File: config.mk
export PLATFORM = sky130hd
export DESIGN_NAME = arb_request_mux
export DESIGN_NICKNAME = d
export VERILOG_FILES = /design/src/rtl/arb_request_mux.sv
export SDC_FILE = /design/constraint.sdc
export NUM_CORES = 1
export LEC_CHECK = 0
export ABC_AREA = 1
export BUFFER_PORTS_ARGS = -buffer_cell sky130_fd_sc_hd__buf_2
export CAP_MARGIN = 20
export CORE_MARGIN = 4
export CORE_UTILIZATION = 45
export CTS_CLUSTER_DIAMETER = 80
export DETAILED_ROUTE_END_ITERATION = 10
export GPL_ROUTABILITY_DRIVEN = 0
export PLACE_DENSITY = 0.88
export SLEW_MARGIN = 20
export SYNTH_ARGS = -nofsm -noshare
export SYNTH_HDL_FRONTEND = slang
export SYNTH_SLANG_ARGS = --single-unit
File: constraint.sdc
create_clock -name clk_i -period 2.05 [get_ports clk_i]
set_input_delay 0.41 -clock clk_i [delete_from_list [all_inputs] [get_ports clk_i]]
set_output_delay 0.41 -clock clk_i [all_outputs]
set_load 0.02 [all_outputs]
File: src/rtl/arb_request_mux.sv
// ============================================================================
// Module : arb_request_mux
// Brief  : Registered N:1 request mux around a round-robin arbiter; one slot.
// Rev    : 1.0 - initial release
// ============================================================================
`default_nettype none

module arb_request_mux #(
  parameter  int NUM_REQ    = 4,
  parameter  int DATA_WIDTH = 32,
  localparam int IDX_W      = $clog2(NUM_REQ)
) (
  input  logic                          clk_i,
  input  logic                          rst_ni,
  input  logic [NUM_REQ-1:0]            req_valid_i,
  input  logic [NUM_REQ*DATA_WIDTH-1:0] req_data_i,
  output logic [NUM_REQ-1:0]            req_ready_o,
  output logic [NUM_REQ-1:0]            arb_req_o,
  output logic                          arb_allow_o,
  input  logic [NUM_REQ-1:0]            arb_gnt_i,
  output logic                          out_valid_o,
  output logic [DATA_WIDTH-1:0]         out_data_o,
  output logic [IDX_W-1:0]              out_index_o,
  input  logic                          out_ready_i,
  output logic                          grant_err_o
);

  typedef enum logic [0:0] {
    EMPTY = 1'b0,
    FULL  = 1'b1
  } slot_state_e;

  slot_state_e             r_state;
  slot_state_e             w_state_next;
  logic [DATA_WIDTH-1:0]   r_data;
  logic [IDX_W-1:0]        r_index;
  logic                    r_grant_err;

  logic                    w_slot_free;
  logic [NUM_REQ-1:0]      w_eff_gnt;
  logic                    w_gnt_any;
  logic                    w_gnt_multi;
  logic                    w_illegal;
  logic                    w_accept;
  logic [IDX_W-1:0]        w_gnt_idx;
  logic [DATA_WIDTH-1:0]   w_gnt_data;

  assign w_slot_free = (r_state == EMPTY) | out_ready_i;
  assign arb_allow_o = w_slot_free;
  assign arb_req_o   = req_valid_i;

  // x & (x-1) clears the lowest set bit; nonzero remainder means >1 bit set.
  assign w_eff_gnt   = arb_gnt_i & req_valid_i;
  assign w_gnt_any   = |arb_gnt_i;
  assign w_gnt_multi = |(arb_gnt_i & (arb_gnt_i - NUM_REQ'(1)));
  assign w_illegal   = w_gnt_multi | (arb_gnt_i != w_eff_gnt) | (w_gnt_any & ~w_slot_free);
  assign w_accept    = w_slot_free & w_gnt_any & ~w_illegal;

  // Grant is one-hot whenever it is used, so an OR-reduction mux suffices.
  always_comb begin
    w_gnt_idx  = '0;
    w_gnt_data = '0;
    for (int k = 0; k < NUM_REQ; k++) begin
      if (w_eff_gnt[k]) begin
        w_gnt_idx = IDX_W'(k);
      end
      w_gnt_data = w_gnt_data |
                   (req_data_i[k*DATA_WIDTH +: DATA_WIDTH] & {DATA_WIDTH{w_eff_gnt[k]}});
    end
  end

  always_comb begin
    w_state_next = r_state;
    req_ready_o  = '0;
    if (w_accept && rst_ni) begin
      req_ready_o = w_eff_gnt;
    end
    case (r_state)
      EMPTY:   if (w_accept) w_state_next = FULL;
      FULL:    if (!w_accept && out_ready_i) w_state_next = EMPTY;
      default: w_state_next = EMPTY;
    endcase
  end

  always_ff @(posedge clk_i) begin
    if (!rst_ni) begin
      r_state     <= EMPTY;
      r_data      <= '0;
      r_index     <= '0;
      r_grant_err <= 1'b0;
    end else begin
      r_state     <= w_state_next;
      r_grant_err <= w_illegal;
      if (w_accept) begin
        r_data  <= w_gnt_data;
        r_index <= w_gnt_idx;
      end
    end
  end

  assign out_valid_o = (r_state == FULL);
  assign out_data_o  = r_data;
  assign out_index_o = r_index;
  assign grant_err_o = r_grant_err;

endmodule

`default_nettype wire
[Word level (Yosys, flattened, before mapping)]
Cells that the tools add are included.
Widths: inputs -> output; s select.
Storage, ports and cells
  flip-flop bits (word level): 36
  latch bits: 0
  bits in writable memories: 0
  bits in read-only memories: 0
  input port bits: 139
  output and inout port bits: 45
  logic and storage cells: 36
  memories kept: 0
Operators by class
  add/subtract/negate cells: 1
  multipliers: 0
  div/mod/pow operators: 0
  magnitude comparators: 0
  equality and inequality tests: 1
  shift operators: 0
  mux-type cells: 7
  bitwise operators: 18
  reductions and logical operators: 5
Operator list (number)
  $and 32x32->32: 4
  $or 32x32->32: 3
  $and 4x4->4: 2
  $reduce_or 4->1: 2
  $mux 2: 2
  $mux 4: 1
  $ne 4x4->1: 1
  $sub 4x1->4 const B: 1
  $and 1x1->1: 3
  $mux 1: 3
  $not 1->1: 3
  $or 1x1->1: 3
  $logic_and 1x1->1: 2
  $pmux 1 s2: 1
  $logic_not 1->1: 1

[Longest topological paths before layout]
Gate-level depths: netlist (run 1).
  depth after elaboration: 11
  mapped depth: 10
  mapped depth without buffers: 9

[Worst setup path before layout (run 1)]
No wires, ideal clock.
  kind: input -> output
  from: input arb_gnt_i[1]
  to: output req_ready_o[0]
  data arrival time: 1.415 ns
  required time: 1.640 ns
  slack: 0.225 ns
  cell stages on the path: 8
  buffers on the path: 1
  cells stage by stage: nor2_2 nand2_1 nand2_1 nand2_1 nor2_4 buf_6 nand2_4 nor3_2
On the way
  longest elaborated chain between the ends: 9
  elaborated cells on any way between the ends: 14
  those cells by class: add/sub (1); eq/ne (1); mux (1); bitwise (8); reduce/logical (3)
Ends and longest elaborated chain
  start: declaration: RTL line 20  | input logic [NUM_REQ-1:0] arb_gnt_i,
  $sub 4x1->4: RTL line 55  | assign w_gnt_multi = |(arb_gnt_i & (arb_gnt_i - NUM_REQ'(1)));
  $and 4x4->4: RTL line 55
  $reduce_or 4->1: RTL line 55
  $or 1x1->1 (2 in series): RTL line 56  | assign w_illegal = w_gnt_multi | (arb_gnt_i != w_eff_gnt) | (w_gnt_any & ~w_slot_free);
  $not 1->1: RTL line 57  | assign w_accept = w_slot_free & w_gnt_any & ~w_illegal;
  $and 1x1->1 *: RTL line 57
  $logic_and 1x1->1 *: RTL line 75  | if (w_accept && rst_ni) begin
  $mux 4 *: RTL line 75
  end: declaration: RTL line 17  | output logic [NUM_REQ-1:0] req_ready_o,
Every way passes the cells marked *; elsewhere a longest branch is shown, timed or not.

[Worst setup path in the final report (run 1)]
  from: input arb_gnt_i[1]
  to: output req_ready_o[2]
Same word-level chain as after synthesis.

==> results of run 1 <==
==> cells in the mapped netlist <==
master / count
nand2_1: 244
nor2_1: 68
a21oi_1: 36
dfxtp_1: 36
nand3_1: 34
buf_4: 15
inv_1: 13
buf_2: 6
buf_1: 5
buf_6: 4
clkbuf_1: 4
nor3_2: 4
nor2_4: 2
a21oi_4: 1
inv_2: 1
nand2_4: 1
nor2_2: 1
o21ai_0: 1
==> metrics by stage <==
| stage | utilization | instances | instance area (um2) | power [mW] | setup slack [ns] |
|---|---|---|---|---|---|
| after global placement | 0.6296 | 708 | 3510 | 1.395 | 0.1983 |
| after global routing | 0.6435 | 715 | 3587 | 1.997 | 0.04974 |
| after detailed placement | 0.6296 | 708 | 3510 | 1.409 | 0.1577 |
| final | 0.6435 | 715 | 3587 | 1.851 | 0.1431 |
| after floorplan | - | 476 | 2618 | 1.169 | 0.2255 |
| after CTS | 0.6435 | 715 | 3587 | 1.876 | 0.1550 |
==> cell type report <==
cell class | count | area share
multi-input cells | 392 | 0.4524
well taps | 72 | 0.02511
clock inverters | 1 | 0.001395
inverters | 14 | 0.01465
clock buffers | 6 | 0.02023
repair buffers | 194 | 0.2853
flip-flops and latches | 36 | 0.2009
==> worst max-delay path, delay by kind of cell <==
kind          cells  cell delay [ns]
buf+inv           2             0.30
simple gates      7             0.79
==> cells in the final DEF, fill, tap and decap left out <==
cell      synthesis  final
a21oi_1          36     36
a21oi_4           1      1
buf_12            0      2
buf_2             6    183
buf_4            15      9
clkbuf_1          4      1
clkbuf_8          0      5
clkinv_2          0      1
dfxtp_1          36     36
inv_1            13     13
inv_2             1      1
nand2_1         244    244
nand2_4           1      1
nand3_1          34     34
nor2_1           68     68
nor2_2            1      1
nor2_4            2      2
nor3_2            4      4
o21ai_0           1      1
==> routing by layer <==
metal | global-route usage | vias up | part of all wire
met5 | 0 | - | 0
met4 | 0.08187 | 0 | 0.024
met3 | 0.07164 | 24 | 0.099
met2 | 0.4175 | 151 | 0.49
met1 | 0.2725 | 1527 | 0.39
li1 | - | 1797 | -
==> final timing paths <==
kind / startpoint / to / slack, ns / depth (start not counted)
max: arb_gnt_i[1] / req_ready_o[2] / 0.14 / 9
min: out_data_o[10] / out_data_o[10] / 0.48 / 2
max reg2reg: out_valid_o / out_data_o[28] / 0.68 / 8
min reg2reg: out_data_o[10] / out_data_o[10] / 0.48 / 2
==> flip-flops by register name, summed over array words and instances (netlist names) <==
signal / cells
out_index_o: 2
grant_err_o: 1
out_valid_o: 1
out_data_o: 32
==> cells by family (layout without fill, tap and decap cells) <==
family,after synthesis,after routing
and+or+nand+nor,354,354
AOI/OAI and AO/OA,38,38
DFF,36,36
buffers and inverters,48,215
==> power breakdown <==
| group | internal [mW] | leakage, nW | switching, mW |
|---|---|---|---|
| sequential | 0.749 | 0.294 | 0.0232 |
| clock | 0.231 | 0.0410 | 0.228 |
| combinational | 0.255 | 1.82 | 0.365 |
| total | 1.23 | 2.15 | 0.616 |
==> flow_summary.json, run 1 <==
{
  "firstDrtPassIters": 4,
  "ys_seq_area_frac": 0.2753,
  "synth_top_cell_by_area": "nand2_1",
  "synth_mux_area_frac": 0,
  "dieArea_um2": 7101,
  "routed_wl_um": 8783,
  "num_vias": 3499,
  "clockRootBuffer": "clkbuf_8",
  "finalMaxSlewViolations": 0,
  "viasPerCell": 4.894,
  "hold_path_class": "reg2reg",
  "nets": 782,
  "drc": 0,
  "ctsHtreeMaxLevel": 2,
  "cpPeakStageDelay_ns": 0.19,
  "finalHoldViolations": 0,
  "grtUsageTotal": 0.2376,
  "first_global_vias": 3093,
  "grt_overflow_total": 0,
  "start_util": 0.4696,
  "area_growth_pct": 37.05,
  "synth-seq-cells": 36,
  "ir_worst_vdd_v": 0.0003308,
  "rsz0062_at_grt": "false",
  "drive_gt1_frac": 0.3266,
  "setup_viol": 0,
  "critPathCaptureType": "primary output",
  "portBuffers": 183,
  "syn_area_um2": 2618,
  "max-slew-margin-rel": 0.6200,
  "insertion_delay_ns": 0.28,
  "multi_input_area_um2": 1623,
  "hold_buffers": 0,
  "dp.final_hpwl_um": 6757,
  "clk_pin_slew_ns": 0.07,
  "yosysTopAreaCellShare": 0.3499,
  "syn_avg_cell_area_um2": 5.499,
  "grt_max_degree": 69,
  "path_cells": "buf_2, nor2_2, nand2_1, nand2_1, nand2_1, nor2_4, nand2_4, nor3_2, buf_2",
  "clockBufferDepth": 2,
  "holdWs_ns": 0.4750,
  "worstPathRequired_ns": 1.64,
  "wire_per_inst_um": 12.28,
  "startpoint_type": "input port",
  "synthSimpleGateAreaFrac": 0.5430,
  "postCtsSetupRepairBufs": 0,
  "worst_path_most_repeated_cell": "nand2_1",
  "synth_compound_area_frac": 0.07696,
  "grt_pass1_wl_um": 14150,
  "skew_ns": 0.003871,
  "cts_buffers": 5,
  "synth_warnings": 0,
  "status": "finished clean",
  "synth_fp_nets": 615,
  "ys_types": 18,
  "yosys-top-cells-area": "nand2_1 35%, dfxtp_1 28%, nor2_1 9.8%",
  "tns_ns": 0,
  "ctsResizeCount": 0,
  "antenna_cells": 0,
  "numClockSinks": 36,
  "core.rowCount": 27,
  "fill_cells": 559,
  "cap_violations": 0,
  "fmax_mhz": 524.4,
  "final_antenna_net_count": 0,
  "power_leakage_nw": 2.151,
  "seqCellArea_um2": 720.7,
  "synth_top_family_by_area": "simple AND/OR/NAND/NOR gates",
  "fin_crit_sh": 0.9302,
  "coreArea_um2": 5574,
  "min_period_ns": 1.907,
  "tritoncts": "done",
  "drt_iter0_markers": 133,
  "cp_slowest_cell": "nor2_4",
  "path_class": "in2out",
  "worst-path-max-fanout": 5,
  "power_density_nw_per_um2": 516.1,
  "die_h_um": 84.27,
  "synthAdderAreaFrac": 0,
  "dieWidth_um": 84.27,
  "antenna_found_initial": 0,
  "arrival_ns": 1.50,
  "ios": 184,
  "worstMarginPinSlew_ns": 0.5691,
  "synthCells": 476,
  "synthXorXnorAreaFrac": 0
}
Power figures use the tool's default switching activity.
==> inputs of run 2 (changes only) <==
--- a/config.mk
+++ b/config.mk
@@ -14,6 +14,7 @@
 export DETAILED_ROUTE_END_ITERATION = 10
 export GPL_ROUTABILITY_DRIVEN = 0
 export PLACE_DENSITY = 0.88
+export SETUP_SLACK_MARGIN = 0.2
 export SLEW_MARGIN = 20
 export SYNTH_ARGS = -nofsm -noshare
 export SYNTH_HDL_FRONTEND = slang
==> run 2 against run 1 <==
Effect of this change:
- final cell count is 0.70% higher
- total power grew 1.4%
- critical path depth stayed put
- combinational power rose by 3.9%
- first-iteration DRC count decreased by 4.5%
- sequential power about the same
- die area stayed put
- wire length grew 2.3%
- setup slack gained 0.074 ns
- clock power about the same
- final area increased by 3.2%
- largest cell class unchanged
- highest routed layer unchanged
==> flow_summary.json, run 2 (synthesis results as in run 1) <==
{
  "nets": 787,
  "hp-start": "out_data_o[10]",
  "area_growth_pct": 41.40,
  "ctsHtreeMaxLevel": 2,
  "clockRootBuffer": "clkbuf_8",
  "hold_path_class": "reg2reg",
  "grt_max_degree": 69,
  "cp_slowest_cell": "nor3_4",
  "drc": 0,
  "drive_gt1_frac": 0.3441,
  "reg2reg_slack_ns": 0.62,
  "worstSetupEndpoint": "req_ready_o[1]",
  "cpPeakStageDelay_ns": 0.18,
  "ir_worst_vdd_v": 0.0003281,
  "power_leakage_nw": 2.196,
  "antenna_found_initial": 0,
  "min_period_ns": 1.833,
  "finalMaxSlewViolations": 0,
  "routed_wl_um": 8981,
  "tritoncts": "done",
  "tns_ns": 0,
  "holdWs_ns": 0.4748,
  "stdcell_area_um2": 3701,
  "setup_viol": 0,
  "numClockSinks": 36,
  "worstReg2RegStart": "out_valid_o",
  "clk_pin_slew_ns": 0.07,
  "dieArea_um2": 7101,
  "critPathCaptureType": "primary output",
  "finalHoldViolations": 0,
  "layout_common_cells": "242 x nand2_1, 177 x buf_2, 67 x nor2_1",
  "portBuffers": 183,
  "reg2reg_to": "out_data_o[28]",
  "fin_crit_sh": 0.8942,
  "rsz0062_at_grt": "true",
  "grtUsageTotal": 0.2384,
  "setup_ws_ns": 0.2169,
  "reg2regPathDepth": 9,
  "cap_violations": 0,
  "worst-path-buf-inv": 2,
  "largest_reg_flops": 32,
  "place_area_um2": 3510,
  "cts_buffers": 5,
  "core.rowCount": 27,
  "dieWidth_um": 84.27,
  "coreArea_um2": 5574,
  "dp.final_hpwl_um": 6757,
  "crit_family": "simple AND/OR/NAND/NOR gates",
  "worstPathRequired_ns": 1.64,
  "clockBufferDepth": 2,
  "max-slew-margin-rel": 0.6259,
  "startpoint_type": "input port",
  "firstDrtPassIters": 4,
  "drt_iter0_markers": 127,
  "fmax_mhz": 545.5,
  "worstMarginPinSlew_ns": 0.5604,
  "grt_pass1_wl_um": 14190,
  "first_global_vias": 3108,
  "dp.cells": 708,
  "wire_per_inst_um": 12.47,
  "worst-path-max-fanout": 5,
  "ios": 184,
  "arrival_ns": 1.42,
  "start_util": 0.4696,
  "crit_cells": 9,
  "path_cells": "buf_2, nor2_4, nand2_1, nand2_2, nand2_2, nor2_4, nand2_4, nor3_4, buf_6",
  "crit_start": "arb_gnt_i[1]",
  "layout_commonest_cell": "nand2_1",
  "dp_slack_ns": 0.1577,
  "final_antenna_net_count": 0,
  "instances_no_fill": 720,
  "power_density_nw_per_um2": 507.1,
  "num_vias": 3519,
  "path_class": "in2out",
  "skew_ns": 0.003987,
  "grt_overflow_total": 0,
  "insertion_delay_ns": 0.28,
  "fill_cells": 544,
  "die_h_um": 84.27,
  "status": "finished clean",
  "viasPerCell": 4.888,
  "antenna_cells": 0
}
-- run 2: cell types whose count changed in the layout (fill, tap and decap cells not counted), moves of 3 or more --
cell | before | now
buf_2 | 183 | 177
buf_4 | 9 | 14
buf_6 | 0 | 5
inv_1 | 13 | 10
inv_2 | 1 | 4
-- run 2: stage by stage --
step | power, mW | utilization
floorplan | 1.169 | -
global route | 2.022 | 0.6640
CTS | 1.877 | 0.6449
finish | 1.877 | 0.6640
global placement | 1.395 | 0.6296
detailed placement | 1.409 | 0.6296
-- run 2: how the worst min path moves through the flow --
stage / to / depth (start not counted)
floorplan: out_index_o[1] / 2
global placement: out_index_o[0] / 2
detailed placement: out_data_o[10] / 2
CTS: out_data_o[10] / 2
global route: out_data_o[2] / 2
finish: out_data_o[10] / 2
-- run 2: metal layers --
| metal | track usage | vias to the layer above | wire, um |
|---|---|---|---|
| met1 | 0.2731 | 1539 | 3531 |
| met4 | 0.08918 | 0 | 256 |
| li1 | - | 1802 | - |
| met3 | 0.07262 | 30 | 770 |
| met2 | 0.4154 | 148 | 4423 |
| met5 | 0 | - | 0 |
-- run 2: power by group --
part / total, mW / switching (mW) / internal (mW)
Sequential: 0.773 / 0.0238 / 0.749
Clock: 0.460 / 0.229 / 0.231
Combinational: 0.644 / 0.375 / 0.270
Total: 1.88 / 0.628 / 1.25
-- run 2: layout make-up --
type | count | area [um2] | area share
Sequential cell | 36 | 721.9 | 0.1951
Clock inverter | 1 | 5.005 | 0.001352
Timing Repair Buffer | 199 | 1102 | 0.2978
Clock buffer | 6 | 72.57 | 0.01961
Inverter | 14 | 52.55 | 0.01420
Tap cell | 72 | 90.09 | 0.02434
Multi-Input combinational cell | 392 | 1657 | 0.4476
-- run 2: tightest hold or removal path, stage by stage (launching register included) --
cell and delay (ns):
dfxtp_1 0.32, a21oi_1 0.04, nor2_1 0.08
-- run 2: repair_timing --
| action | CTS | global route |
|---|---|---|
| pin swaps | 1 | 8 |
| hold buffers | 0 | 0 |
| setup endpoints to repair | 4 | 4 |
| buffers inserted | 1 | 4 |
| gates resized for setup | 0 | 29 |
| endpoints found under the hold margin | 0 | 0 |
